==> src/rtl/unibus_pkg.sv <==
// Shared UNIBUS definitions: cycle-type encodings, BR levels and the CSR
// address / vector assignments of the serial and clock slaves on this bus.
package unibus_pkg;

    // {C1, C0} cycle-type encoding
    typedef enum logic [1:0] {
        CYC_DATI  = 2'b00,
        CYC_DATIP = 2'b01,
        CYC_DATO  = 2'b10,
        CYC_DATOB = 2'b11
    } cyc_t;

    localparam int BR4 = 4;
    localparam int BR5 = 5;
    localparam int BR6 = 6;
    localparam int BR7 = 7;

    localparam logic [17:0] KW11L_LKS_ADDR     = 18'o777546;
    localparam logic [15:0] KW11L_VEC          = 16'o100;
    localparam logic [17:0] KL11_CSR_ADDR      = 18'o777560;
    localparam logic [15:0] KL11_VEC           = 16'o060;
    localparam logic [17:0] DL11_TU58_CSR_ADDR = 18'o776500;
    localparam logic [15:0] DL11_TU58_VEC      = 16'o300;

    // Word match: byte-address bit 0 never selects a different register.
    function automatic logic word_match(input logic [17:0] addr, input logic [17:0] base);
        return addr[17:1] == base[17:1];
    endfunction

endpackage

==> src/rtl/kw11l_tick.sv <==
// Line-time prescaler: counts 0..DIV-1 while enabled and pulses tick on the
// wrap cycle so the consumer can act on the following edge.
module kw11l_tick #(
    parameter int DIV = 10
) (
    input  logic clk,
    input  logic reset,
    input  logic clear,
    input  logic enable,
    output logic tick
);

    localparam int CW = (DIV > 1) ? $clog2(DIV) : 1;
    localparam logic [CW-1:0] LAST = CW'(DIV - 1);

    logic [CW-1:0] cnt;

    assign tick = enable && (cnt == LAST);

    always_ff @(posedge clk or negedge reset) begin
        if (!reset)      cnt <= '0;
        else if (clear)  cnt <= '0;
        else if (tick)   cnt <= '0;
        else if (enable) cnt <= cnt + 1'b1;
    end

endmodule

==> src/rtl/kw11l.sv <==
// KW11-L line-time clock: UNIBUS slave exposing LKS (MON, IE) and a BR6
// interrupt requester that becomes bus master to hand the CPU its vector.
module kw11l
    import unibus_pkg::*;
#(
    parameter logic [17:0] ADDR    = KW11L_LKS_ADDR,
    parameter logic [15:0] VEC     = KW11L_VEC,
    parameter int          CLK_HZ  = 50000000,
    parameter int          LINE_HZ = 60
) (
    input  logic        clk,
    input  logic        reset,
    input  logic        enable,
    input  logic        bus_init,
    input  logic [15:0] bus_d,
    input  logic [17:0] bus_addr,
    input  logic        bus_c0,
    input  logic        bus_c1,
    input  logic        bus_bbsy,
    input  logic        bus_msyn,
    input  logic        bus_ssyn,
    input  logic        bus_sack,
    input  logic        bus_intr,
    input  logic [7:4]  bus_bg_in,
    output logic [7:4]  bus_bg_out,
    output logic [7:4]  bus_br,
    output logic        bus_ssyn_out,
    output logic        bus_sack_out,
    output logic        bus_bbsy_out,
    output logic        bus_intr_out,
    output logic [15:0] bus_d_out
);

    typedef enum logic {S_IDLE, S_ACK} s_state_t;
    typedef enum logic [1:0] {I_IDLE, I_REQ, I_GRANT, I_MASTER} i_state_t;

    s_state_t    s_state;
    i_state_t    i_state;
    cyc_t        cyc;
    logic        mon, ie, mon_ie, mon_ie_q;
    logic        tick, entry, is_write;
    logic        br6;
    logic [15:0] rd_data, vec_data;

    // Other bus state is observed by other slaves, not by this one.
    logic unused;
    assign unused = ^{bus_intr, bus_sack, bus_d[15:8], bus_d[5:0]};

    assign cyc      = cyc_t'({bus_c1, bus_c0});
    assign entry    = (s_state == S_IDLE) && bus_msyn && word_match(bus_addr, ADDR);
    // A DATOB to the odd (high) byte touches nothing in LKS.
    assign is_write = (cyc == CYC_DATO) || (cyc == CYC_DATOB && !bus_addr[0]);
    assign mon_ie   = mon & ie;

    kw11l_tick #(.DIV(CLK_HZ / LINE_HZ)) u_tick (
        .clk    (clk),
        .reset  (reset),
        .clear  (bus_init),
        .enable (enable),
        .tick   (tick)
    );

    // LKS: a write of MON=0 lands after the tick so it wins on a shared edge.
    always_ff @(posedge clk or negedge reset) begin
        if (!reset) begin
            mon <= 1'b0;
            ie  <= 1'b0;
        end else if (bus_init) begin
            mon <= 1'b0;
            ie  <= 1'b0;
        end else begin
            if (tick) mon <= 1'b1;
            if (entry && is_write) begin
                ie <= bus_d[6];
                if (!bus_d[7]) mon <= 1'b0;
            end
        end
    end

    always_ff @(posedge clk or negedge reset) begin
        if (!reset) begin
            s_state      <= S_IDLE;
            bus_ssyn_out <= 1'b0;
            rd_data      <= '0;
        end else if (bus_init) begin
            s_state      <= S_IDLE;
            bus_ssyn_out <= 1'b0;
            rd_data      <= '0;
        end else begin
            case (s_state)
                S_IDLE: if (entry) begin
                    s_state      <= S_ACK;
                    bus_ssyn_out <= 1'b1;
                    rd_data      <= bus_c1 ? 16'h0000 : {8'h00, mon, ie, 6'b000000};
                end
                S_ACK: if (!bus_msyn) begin
                    s_state      <= S_IDLE;
                    bus_ssyn_out <= 1'b0;
                    rd_data      <= '0;
                end
                default: s_state <= S_IDLE;
            endcase
        end
    end

    always_ff @(posedge clk or negedge reset) begin
        if (!reset) begin
            i_state      <= I_IDLE;
            mon_ie_q     <= 1'b0;
            br6          <= 1'b0;
            bus_sack_out <= 1'b0;
            bus_bbsy_out <= 1'b0;
            bus_intr_out <= 1'b0;
            vec_data     <= '0;
        end else if (bus_init) begin
            i_state      <= I_IDLE;
            mon_ie_q     <= 1'b0;
            br6          <= 1'b0;
            bus_sack_out <= 1'b0;
            bus_bbsy_out <= 1'b0;
            bus_intr_out <= 1'b0;
            vec_data     <= '0;
        end else begin
            mon_ie_q <= mon_ie;
            case (i_state)
                I_IDLE: if (mon_ie && !mon_ie_q) begin
                    i_state <= I_REQ;
                    br6     <= 1'b1;
                end
                I_REQ: if (!mon_ie) begin
                    i_state <= I_IDLE;
                    br6     <= 1'b0;
                end else if (bus_bg_in[BR6]) begin
                    i_state      <= I_GRANT;
                    br6          <= 1'b0;
                    bus_sack_out <= 1'b1;
                end
                // Wait for the previous master and its slave to let go.
                I_GRANT: if (!bus_bbsy && !bus_ssyn) begin
                    i_state      <= I_MASTER;
                    bus_sack_out <= 1'b0;
                    bus_bbsy_out <= 1'b1;
                    bus_intr_out <= 1'b1;
                    vec_data     <= VEC;
                end
                I_MASTER: if (bus_ssyn) begin
                    i_state      <= I_IDLE;
                    bus_bbsy_out <= 1'b0;
                    bus_intr_out <= 1'b0;
                    vec_data     <= '0;
                end
                default: i_state <= I_IDLE;
            endcase
        end
    end

    assign bus_br     = {1'b0, br6, 2'b00};
    assign bus_bg_out = {bus_bg_in[7], bus_bg_in[6] & (i_state == I_IDLE), bus_bg_in[5:4]};
    // Slave reads need the CPU as master, so the two sources never overlap.
    assign bus_d_out  = rd_data | vec_data;

endmodule

==> config.mk <==
export PLATFORM = sky130hd
export DESIGN_NAME = kw11l
export DESIGN_NICKNAME = d
export VERILOG_FILES = /design/src/rtl/unibus_pkg.sv /design/src/rtl/kw11l_tick.sv /design/src/rtl/kw11l.sv
export SDC_FILE = /design/constraint.sdc
export NUM_CORES = 1
export LEC_CHECK = 0
export ABC_CLOCK_PERIOD_IN_PS = 3300
export BUFFER_PORTS_ARGS = -buffer_cell sky130_fd_sc_hd__buf_2
export CORE_ASPECT_RATIO = 1.25
export CORE_MARGIN = 4
export CORE_UTILIZATION = 31
export CTS_CLUSTER_SIZE = 28
export DETAILED_ROUTE_END_ITERATION = 8
export SETUP_SLACK_MARGIN = 0.05
export SYNTH_ARGS = -nofsm -noshare
export SYNTH_HDL_FRONTEND = slang
export SYNTH_SLANG_ARGS = --single-unit
==> constraint.sdc <==
create_clock -name clk -period 3.3 [get_ports clk]
set_input_delay 0.66 -clock clk [delete_from_list [all_inputs] [get_ports clk]]
set_output_delay 0.66 -clock clk [all_outputs]
set_load 0.02 [all_outputs]
# --- Word level (Yosys, flattened, before mapping) ---
# Index checks and enable logic that the tools add are counted.
op_classes:
  n_eq_ne: 15
  muxes: 48
  addsub: 1
  reduce_logical: 23
  bitwise: 4
ops:
  columns: ["op", "n"]
  rows:
  - ["16-bit 2-to-1 mux", 6]
  - ["16-bit one-hot mux with 2 select lines", 2]
  - ["20-bit 2-to-1 mux", 3]
  - ["1-bit 2-to-1 mux", 24]
  - ["3-bit != test (second input constant)", 7]
  - ["20-bit by 1-bit adder with 20-bit output (second input constant)", 1]
  - ["20-bit equality test (second input constant)", 1]
  - ["17-bit equality test (second input constant)", 1]
  - ["16-bit bitwise OR", 1]
  - ["2-bit 2-to-1 mux", 6]
  - ["3-bit nonzero test", 4]
  - ["1-bit one-hot mux with 2 select lines", 5]
  - ["2-bit equality test (second input constant)", 4]
  - ["8-bit 2-to-1 mux", 1]
  - ["2-bit one-hot mux with 4 select lines", 1]
  - ["4-bit AND reduction", 2]
  - ["1-bit logical AND", 7]
  - ["3-bit AND reduction", 2]
  - ["1-bit zero test", 4]
  - ["4-bit != test (second input constant)", 1]
  - ["1-bit AND", 2]
  - ["2-bit by 1-bit equality test with 1-bit output (second input constant)", 1]
  - ["2-bit zero test", 1]
  - ["2-bit AND reduction", 1]
  - ["3 further kinds", 3]
totals:
  input_bits: 49
  word_cells: 103
  out_inout_bits: 28
  reg_bits: 62

# --- Logic depth before layout (Yosys ltp) ---
# Gate-level depths: netlist (run 1).
logic_depth:
  word_depth: 6
  ltp_mapped: 6
  ltp_nobuf: 5

# --- Modules after synthesis ---
# Synthesis (run 1) repeated with hierarchy kept, for this count alone.
unflattened:
  hier_cells: 214
  area_unflattened_um2: 1959.4
modules_own_cells:
  columns: ["mod", "instances", "seq_area_each_um2", "cells_each", "area_per_inst_um2"]
  rows:
  - ["kw11l_tick", 1, 500.5, 120, 1134.8]
  - ["kw11l", 1, 300.3, 94, 824.5]

# --- Least setup slack after synthesis (run 1) ---
# OpenSTA, ideal clock, no wires.
synth_timing:
  path_type: "input port to flip-flop"
  start: "in bus_addr[3]"
  end: "reg rd_data[6]"
  arrival_time_ns: 2.014
  cell_stages: 4
  slack_ns: 1.206
  t_required_ns: 3.221
  cell_sequence: "nand4bb_1 or4_1 nor4_1 mux2i_1"
synth_between:
  elab_chain_len: 4
synth_rtl:
  columns: ["element", "line_no", "rtl"]
  rows:
  - ["from (decl)", "kw11l.sv:16", "input logic [17:0] bus_addr,"]
  - ["17-bit equality test", "unibus_pkg.sv:27", "return addr[17:1] == base[17:1];"]
  - ["1-bit logical AND", "kw11l.sv:50", "assign entry = (s_state == S_IDLE) && bus_msyn && word_match(bus_addr, ADDR);"]
  - ["3-bit != test (no source line)", null, null]
  - ["2-bit AND reduction (no source line)", null, null]
  - ["to (signal assigned)", "kw11l.sv:94", "rd_data <= bus_c1 ? 16'h0000 : {8'h00, mon, ie, 6'b000000};"]
  - ["to (decl)", "kw11l.sv:43", "logic [15:0] rd_data, vec_data;"]
# Every way passes these cells.
# A chain may end at the register's enable or synchronous reset.

# --- Worst setup path after layout (run 1) ---
layout_timing:
  start: "in bus_init"
  end: "reg u_tick.cnt[19]"
layout_between:
  elab_chain_len: 1
  elab_cells_between_ends: 2
layout_rtl:
  columns: ["element", "line_no", "rtl"]
  rows:
  - ["from (decl)", "kw11l.sv:14", "input logic bus_init,"]
  - ["3-bit nonzero test (no source line) or 20-bit 2-to-1 mux (tied branches)", null, null]
  - ["to (signal assigned)", "kw11l_tick.sv:24", "else if (enable) cnt <= cnt + 1'b1;"]
  - ["to (decl)", "kw11l_tick.sv:16", "logic [CW-1:0] cnt;"]
# Parallel ways exist; a longest one is shown, timed or not.

==> results of run 1 <==
==> worst max-delay path, cell delays in order <==
cell	delay (ns)
buf_2	0.27
nor2_1	0.18
or4_1	0.63
or4_1	0.51
a21oi_1	0.15
==> area by class of cell <==
cell class	count	area, µm²
Clock buffer	7	96.34
Fill cell	623	3742
Inverter	9	33.78
Multi-Input combinational cell	159	965.9
Sequential cell	32	800.8
Tap cell	82	102.6
Timing Repair Buffer	38	192.7
==> sequential cells by signal (all words and copies together), names as in the netlist <==
| name | count |
|---|---|
| br6 | 1 |
| bus_sack_out | 1 |
| bus_ssyn_out | 1 |
| i_state | 2 |
| ie | 1 |
| mon | 1 |
| mon_ie_q | 1 |
| rd_data | 2 |
| s_state | 1 |
| u_tick.cnt | 20 |
| vec_data | 1 |
==> placed cells by master, fill, tap and decap left out, types with 3 or more instances in the layout <==
| master | instances |
|---|---|
| nand3_1 | 3 |
| o211ai_1 | 3 |
| nor3_1 | 4 |
| clkbuf_8 | 7 |
| o21ai_0 | 4 |
| mux2i_1 | 3 |
| nand4_1 | 6 |
| nand2_1 | 20 |
| buf_2 | 37 |
| xnor2_1 | 9 |
| conb_1 | 17 |
| nand2b_1 | 6 |
| nand4b_1 | 3 |
| nor4_1 | 5 |
| inv_1 | 9 |
| a21oi_1 | 10 |
| xor2_1 | 3 |
| nor2_1 | 24 |
| or2_2 | 3 |
| or4_1 | 3 |
| dfrtp_1 | 32 |
==> metrics by stage <==
stage	worst slack [ns]	hold WS (ns)	area (µm²)	power (mW)
after CTS	1.126	0.4606	2192	0.8237
final	1.111	0.4364	2192	0.8092
after detailed placement	0.8029	0.4969	2096	0.4925
after global placement	0.8486	0.4823	2096	0.4914
after global routing	1.009	0.4885	2192	0.8483
after floorplan	1.206	0.3644	1993	0.4770
==> where the power goes <==
group / leakage, nW / switching [mW] / internal (mW) / total, mW
sequential: 0.446 / 0.00628 / 0.396 / 0.402
clock: 0.0503 / 0.139 / 0.186 / 0.325
combinational: 0.478 / 0.0559 / 0.0263 / 0.0822
==> worst max path at each step <==
| stage | to | startpoint | slack [ns] | cells after the start |
|---|---|---|---|---|
| 3_5_place_dp | u_tick.cnt[19]$_DFFE_PN0P_ | bus_init | 0.80 | 5 |
| 4_1_cts | u_tick.cnt[19]$_DFFE_PN0P_ | bus_init | 1.13 | 5 |
| 2_1_floorplan | rd_data[6]$_DFFE_PN0P_ | bus_addr[3] | 1.21 | 4 |
| 5_1_grt | u_tick.cnt[9]$_DFFE_PN0P_ | enable | 1.01 | 6 |
| 3_3_place_gp | u_tick.cnt[19]$_DFFE_PN0P_ | bus_init | 0.85 | 5 |
| 6_report | u_tick.cnt[19]$_DFFE_PN0P_ | bus_init | 1.11 | 5 |
==> metal layers <==
metal | part of all wire (%) | global-route usage, %
met4 | 0.75 | 2.624
met3 | 5.4 | 3.184
met2 | 50 | 20.11
met1 | 44 | 13.81
met5 | 0 | 0
==> cell families after synthesis <==
group | Yosys count | synth area share [%]
AND/OR/NAND/NOR | 93 | 27.12
AO/OA/AOI/OAI | 32 | 11.26
other | 1 | 0.1940
flip-flops | 32 | 41.42
adder cells (fa/ha/maj) | 2 | 1.294
buffers and inverters | 37 | 11.71
XOR/XNOR | 12 | 5.437
multiplexers | 3 | 1.553
==> flow_metrics.env, run 1 <==
export IMPL_antenna_found_initial=0
export IMPL_wl_per_cell_um=12.60
export IMPL_synth_top_area_share_pct=41.42
export IMPL_p_per_area_mw_per_mm2=369.1
export IMPL_start_kind="input port"
export IMPL_cts_buffers=5
export IMPL_cts_hold_buf=0
export IMPL_drc=0
export IMPL_viasPerCell=4.642
export IMPL_gp_congestion=0.8229
export IMPL_final_hold_violation_count=0
export IMPL_ys_seq_area_share_pct=41.42
export IMPL_synth_area_leaders="dfrtp_1 41%, buf_4 8.9%, nor2_1 4.7%"
export IMPL_crit_path_end_kind="flip-flop"
export IMPL_timing_max_cap_violations=0
export IMPL_grt_ovfl_total=0
export IMPL_path_class="input port to flip-flop"
export IMPL_hold_path_class="input port to async pin"
export IMPL_grt_pass1_wl_um=6996
export IMPL_required_ns=3.51
export IMPL_diodes=0
export IMPL_synth_cells=212
export IMPL_ys_flop_type="dfrtp_1"
export IMPL_cts_sinks=32
export IMPL_cts_tree="yes"
export IMPL_setup_tns_ns=0
export IMPL_skew_ns=0.002652
export IMPL_drt_pass1_iterations=4
export IMPL_r2r_slack_ns=1.24
export IMPL_routed_wl_um=4121
export IMPL_grt_max_degree=33
export IMPL_worstPathArrival_ns=2.39
export IMPL_die_w_um=78.63
export IMPL_pin_count=77
export IMPL_clkSlewWorstSetupHoldPaths_ns=0.07
export IMPL_synth_edf_count=0
export IMPL_synth_top_cell_by_area="dfrtp_1"
export IMPL_rows=31
export IMPL_htreeDepth=2
export IMPL_cts_root_buffer="clkbuf_8"
export IMPL_hpwl_um=3115
export IMPL_worstPathMaxFanout=15
export IMPL_fmax_ghz=0.4567
export IMPL_gr_usage_all_layers_pct=11.41
export IMPL_final_cells=327
export IMPL_reg2reg_to="u_tick.cnt[19]$_DFFE_PN0P_"
export IMPL_initialDrtViolationCount=37
export IMPL_synth_seq_cells=32
export IMPL_placed_cells=320
export IMPL_port_buffer_count=37
export IMPL_setup_viol=0
export IMPL_initial_core_util_pct=32.57
export IMPL_num_vias=1518
export IMPL_irDropWorstVdd_mv=0.1945
export IMPL_worst_pin_slew_ns=0.7331
export IMPL_core_area_mm2=0.005934
export IMPL_outcome="completed"
export IMPL_ant_nets=0
export IMPL_r2r_start="u_tick.cnt[4]$_DFFE_PN0P_"
export IMPL_slew_headroom_pct=51.08
export IMPL_grt_pass1_vias=1516
export IMPL_cts_setup_buffers=0
export IMPL_maxSlewViolCount=0
export IMPL_dieArea_mm2=0.007571
export IMPL_synth_common_cells="32 x dfrtp_1, 24 x nor2_1, 23 x buf_4, 20 x nand2_1, 10 x a21oi_1"
export IMPL_final_nets=296
export IMPL_layout_drive_gt1_share_pct=22.04
export IMPL_synth_async_sr_flop_share_pct=100.0
export IMPL_fp_dieH_um=96.29
export IMPL_clk_path_buf_depth=2
export IMPL_synth_area_mm2=0.001933
export IMPL_yosysUniqueCellTypes=47
export IMPL_fin_util_pct=36.94
export IMPL_timing_final_crit_share_pct=66.35
export IMPL_syn2layout_area_growth_pct=13.40
export IMPL_rsz0062_at_grt="false"
export IMPL_synth_most_common_cell="dfrtp_1"
export IMPL_insertion_delay_ns=0.28
export IMPL_total_leakage_power_nw=0.9737
export IMPL_reg2reg_depth=4
export IMPL_cts_resized=0
export IMPL_synth_warnings=0
export IMPL_avgSynthCellArea_um2=9.118
export IMPL_fin_crit_ns=2.189
Power figures use the tool's default switching activity.
==> run 2, diff against run 1 <==
--- a/config.mk
+++ b/config.mk
@@ -5,7 +5,7 @@
 export SDC_FILE = /design/constraint.sdc
 export NUM_CORES = 1
 export LEC_CHECK = 0
-export ABC_CLOCK_PERIOD_IN_PS = 3300
+export ABC_CLOCK_PERIOD_IN_PS = 2300
 export BUFFER_PORTS_ARGS = -buffer_cell sky130_fd_sc_hd__buf_2
 export CORE_ASPECT_RATIO = 1.25
 export CORE_MARGIN = 4
==> constraint.sdc (replaced) <==
create_clock -name clk -period 2.3 [get_ports clk]
set_input_delay 0.46 -clock clk [delete_from_list [all_inputs] [get_ports clk]]
set_output_delay 0.46 -clock clk [all_outputs]
set_load 0.02 [all_outputs]
==> run 2 against run 1 <==
  * Via count grew 4.7%
  * Hold slack got worse by 0.20 ns
  * Cell area rose by 1.5%
  * Critical path depth is 1 lower
  * Sequential share of layout area shrank 0.55 points
  * First-iteration DRC count is 73% higher
  * Critical endpoint unchanged
  * Largest power group unchanged
  * Highest routed layer unchanged
==> flow_metrics.env, run 2 (same netlist as run 1, synthesis figures left out) <==
export IMPL_outcome="completed"
export IMPL_start_kind="flip-flop"
export IMPL_critPathBufInv=0
export IMPL_final_cells=334
export IMPL_hpwl_um=3230
export IMPL_critical_path_top_delay_family="simple AND/OR/NAND/NOR gates"
export IMPL_cts_tree="yes"
export IMPL_fin_crit_ns=1.948
export IMPL_num_vias=1589
export IMPL_fmax_ghz=0.5133
export IMPL_insertion_delay_ns=0.28
export IMPL_r2r_start="u_tick.cnt[4]$_DFFE_PN0P_"
export IMPL_fin_util_pct=37.51
export IMPL_timing_final_crit_share_pct=84.70
export IMPL_initial_core_util_pct=32.57
export IMPL_grt_pass1_vias=1583
export IMPL_clkSlewWorstSetupHoldPaths_ns=0.07
export IMPL_worstPathArrival_ns=2.15
export IMPL_cpPeakStageDelay_ns=0.58
export IMPL_r2r_slack_ns=0.35
export IMPL_cp_common_cell="or4_1"
export IMPL_cts_root_buffer="clkbuf_8"
export IMPL_total_leakage_power_nw=0.9971
export IMPL_cts_buffers=5
export IMPL_reg2reg_to="u_tick.cnt[19]$_DFFE_PN0P_"
export IMPL_irDropWorstVdd_mv=0.1769
export IMPL_layout_commonest_cell="buf_2"
export IMPL_layout_drive_gt1_share_pct=23.81
export IMPL_core_area_mm2=0.005934
export IMPL_clk_path_buf_depth=2
export IMPL_initialDrtViolationCount=64
export IMPL_drc=0
export IMPL_syn2layout_area_growth_pct=15.15
export IMPL_drt_pass1_iterations=4
export IMPL_finalInstanceArea_mm2=0.002226
export IMPL_layout_setup_ws_ns=0.3520
export IMPL_gp_congestion=0.8280
export IMPL_skew_ns=0.005794
export IMPL_reg2reg_depth=4
export IMPL_die_w_um=78.63
export IMPL_routed_wl_um=4192
export IMPL_htreeDepth=2
export IMPL_gr_usage_all_layers_pct=11.67
export IMPL_grt_max_degree=33
export IMPL_p_per_area_mw_per_mm2=494.7
export IMPL_setup_viol=0
export IMPL_rows=31
export IMPL_pre_cts_slack_ns=0.3027
export IMPL_required_ns=2.50
export IMPL_wl_per_cell_um=12.55
export IMPL_placed_cell_area_mm2=0.002148
export IMPL_setup_tns_ns=0
export IMPL_endpoint="u_tick.cnt[19]$_DFFE_PN0P_"
export IMPL_crit_slowest_cell="or4_1"
export IMPL_rsz0062_at_grt="false"
export IMPL_crit_path_end_kind="flip-flop"
export IMPL_largest_reg_flops=20
export IMPL_worstPathMaxFanout=10
export IMPL_cp_num_cells=4
export IMPL_port_buffer_count=37
export IMPL_whs_ns=0.2353
export IMPL_final_fill_count=629
export IMPL_worstPathCellList="nand4_4 > or4_1 > or4_1 > a21oi_1"
export IMPL_reg_largest_list="u_tick.cnt (20), i_state (2), rd_data (2)"
export IMPL_antenna_found_initial=0
export IMPL_viasPerCell=4.757
export IMPL_cts_sinks=32
export IMPL_final_nets=303
export IMPL_p_total_mw=1.101
export IMPL_worst_pin_slew_ns=0.7260
export IMPL_path_class="flip-flop to flip-flop"
export IMPL_mostFrequentLayoutCells="37 x buf_2, 32 x dfrtp_1, 24 x nor2_1"
export IMPL_fp_dieH_um=96.29
export IMPL_cts_hold_buf=0
export IMPL_grt_ovfl_total=0
export IMPL_ant_nets=0
export IMPL_grt_pass1_wl_um=7113
export IMPL_startpoint="u_tick.cnt[4]$_DFFE_PN0P_"
export IMPL_dieArea_mm2=0.007571
export IMPL_placed_cells=327
export IMPL_hold_path_class="input port to async pin"
export IMPL_slew_headroom_pct=51.60
export IMPL_regMostFlops="u_tick.cnt"
export IMPL_pin_count=77
export IMPL_maxSlewViolCount=0
export IMPL_timing_max_cap_violations=0
export IMPL_final_hold_violation_count=0
export IMPL_cts_resized=0
export IMPL_cts_setup_buffers=0
export IMPL_diodes=0
[run 2: cell types whose count changed in the layout (fill, tap and decap cells not counted)]
cell	before	now
buf_4	1	8
clkbuf_8	7	5
clkbuf_1	0	1
clkinv_2	0	1
[run 2: power breakdown]
part / switching [mW] / internal (mW) / leakage (nW)
registers: 0.00911 / 0.568 / 0.446
clock network: 0.197 / 0.205 / 0.0410
logic: 0.0804 / 0.0409 / 0.510
[run 2: worst min-delay path by stage]
stage,depth (start not counted),to
6_report,1,u_tick.cnt[5]$_DFFE_PN0P_
5_1_grt,1,u_tick.cnt[1]$_DFFE_PN0P_
4_1_cts,1,u_tick.cnt[8]$_DFFE_PN0P_
3_5_place_dp,1,bus_ssyn_out$_DFFE_PN0P_
3_3_place_gp,1,bus_ssyn_out$_DFFE_PN0P_
2_1_floorplan,0,br6$_DFFE_PN0P_
[run 2: per-layer routing]
layer | wire (µm) | up-vias | GRT usage, %
li1 | - | 787 | -
met1 | 1797 | 755 | 13.57
met2 | 2057 | 42 | 20.54
met3 | 298 | 5 | 3.839
met4 | 38 | 0 | 3.207
met5 | 0 | - | 0
[run 2: layout make-up]
class                           count  area [µm²]  share of cell area, %
Inverter                            9       33.78                  1.518
Timing Repair Buffer               45       245.2                  11.02
Multi-Input combinational cell    159       965.9                  43.40
Sequential cell                    32       800.8                  35.98
Clock buffer                        6       72.57                  3.260
Tap cell                           82       102.6                  4.609
Clock inverter                      1       5.005                 0.2248
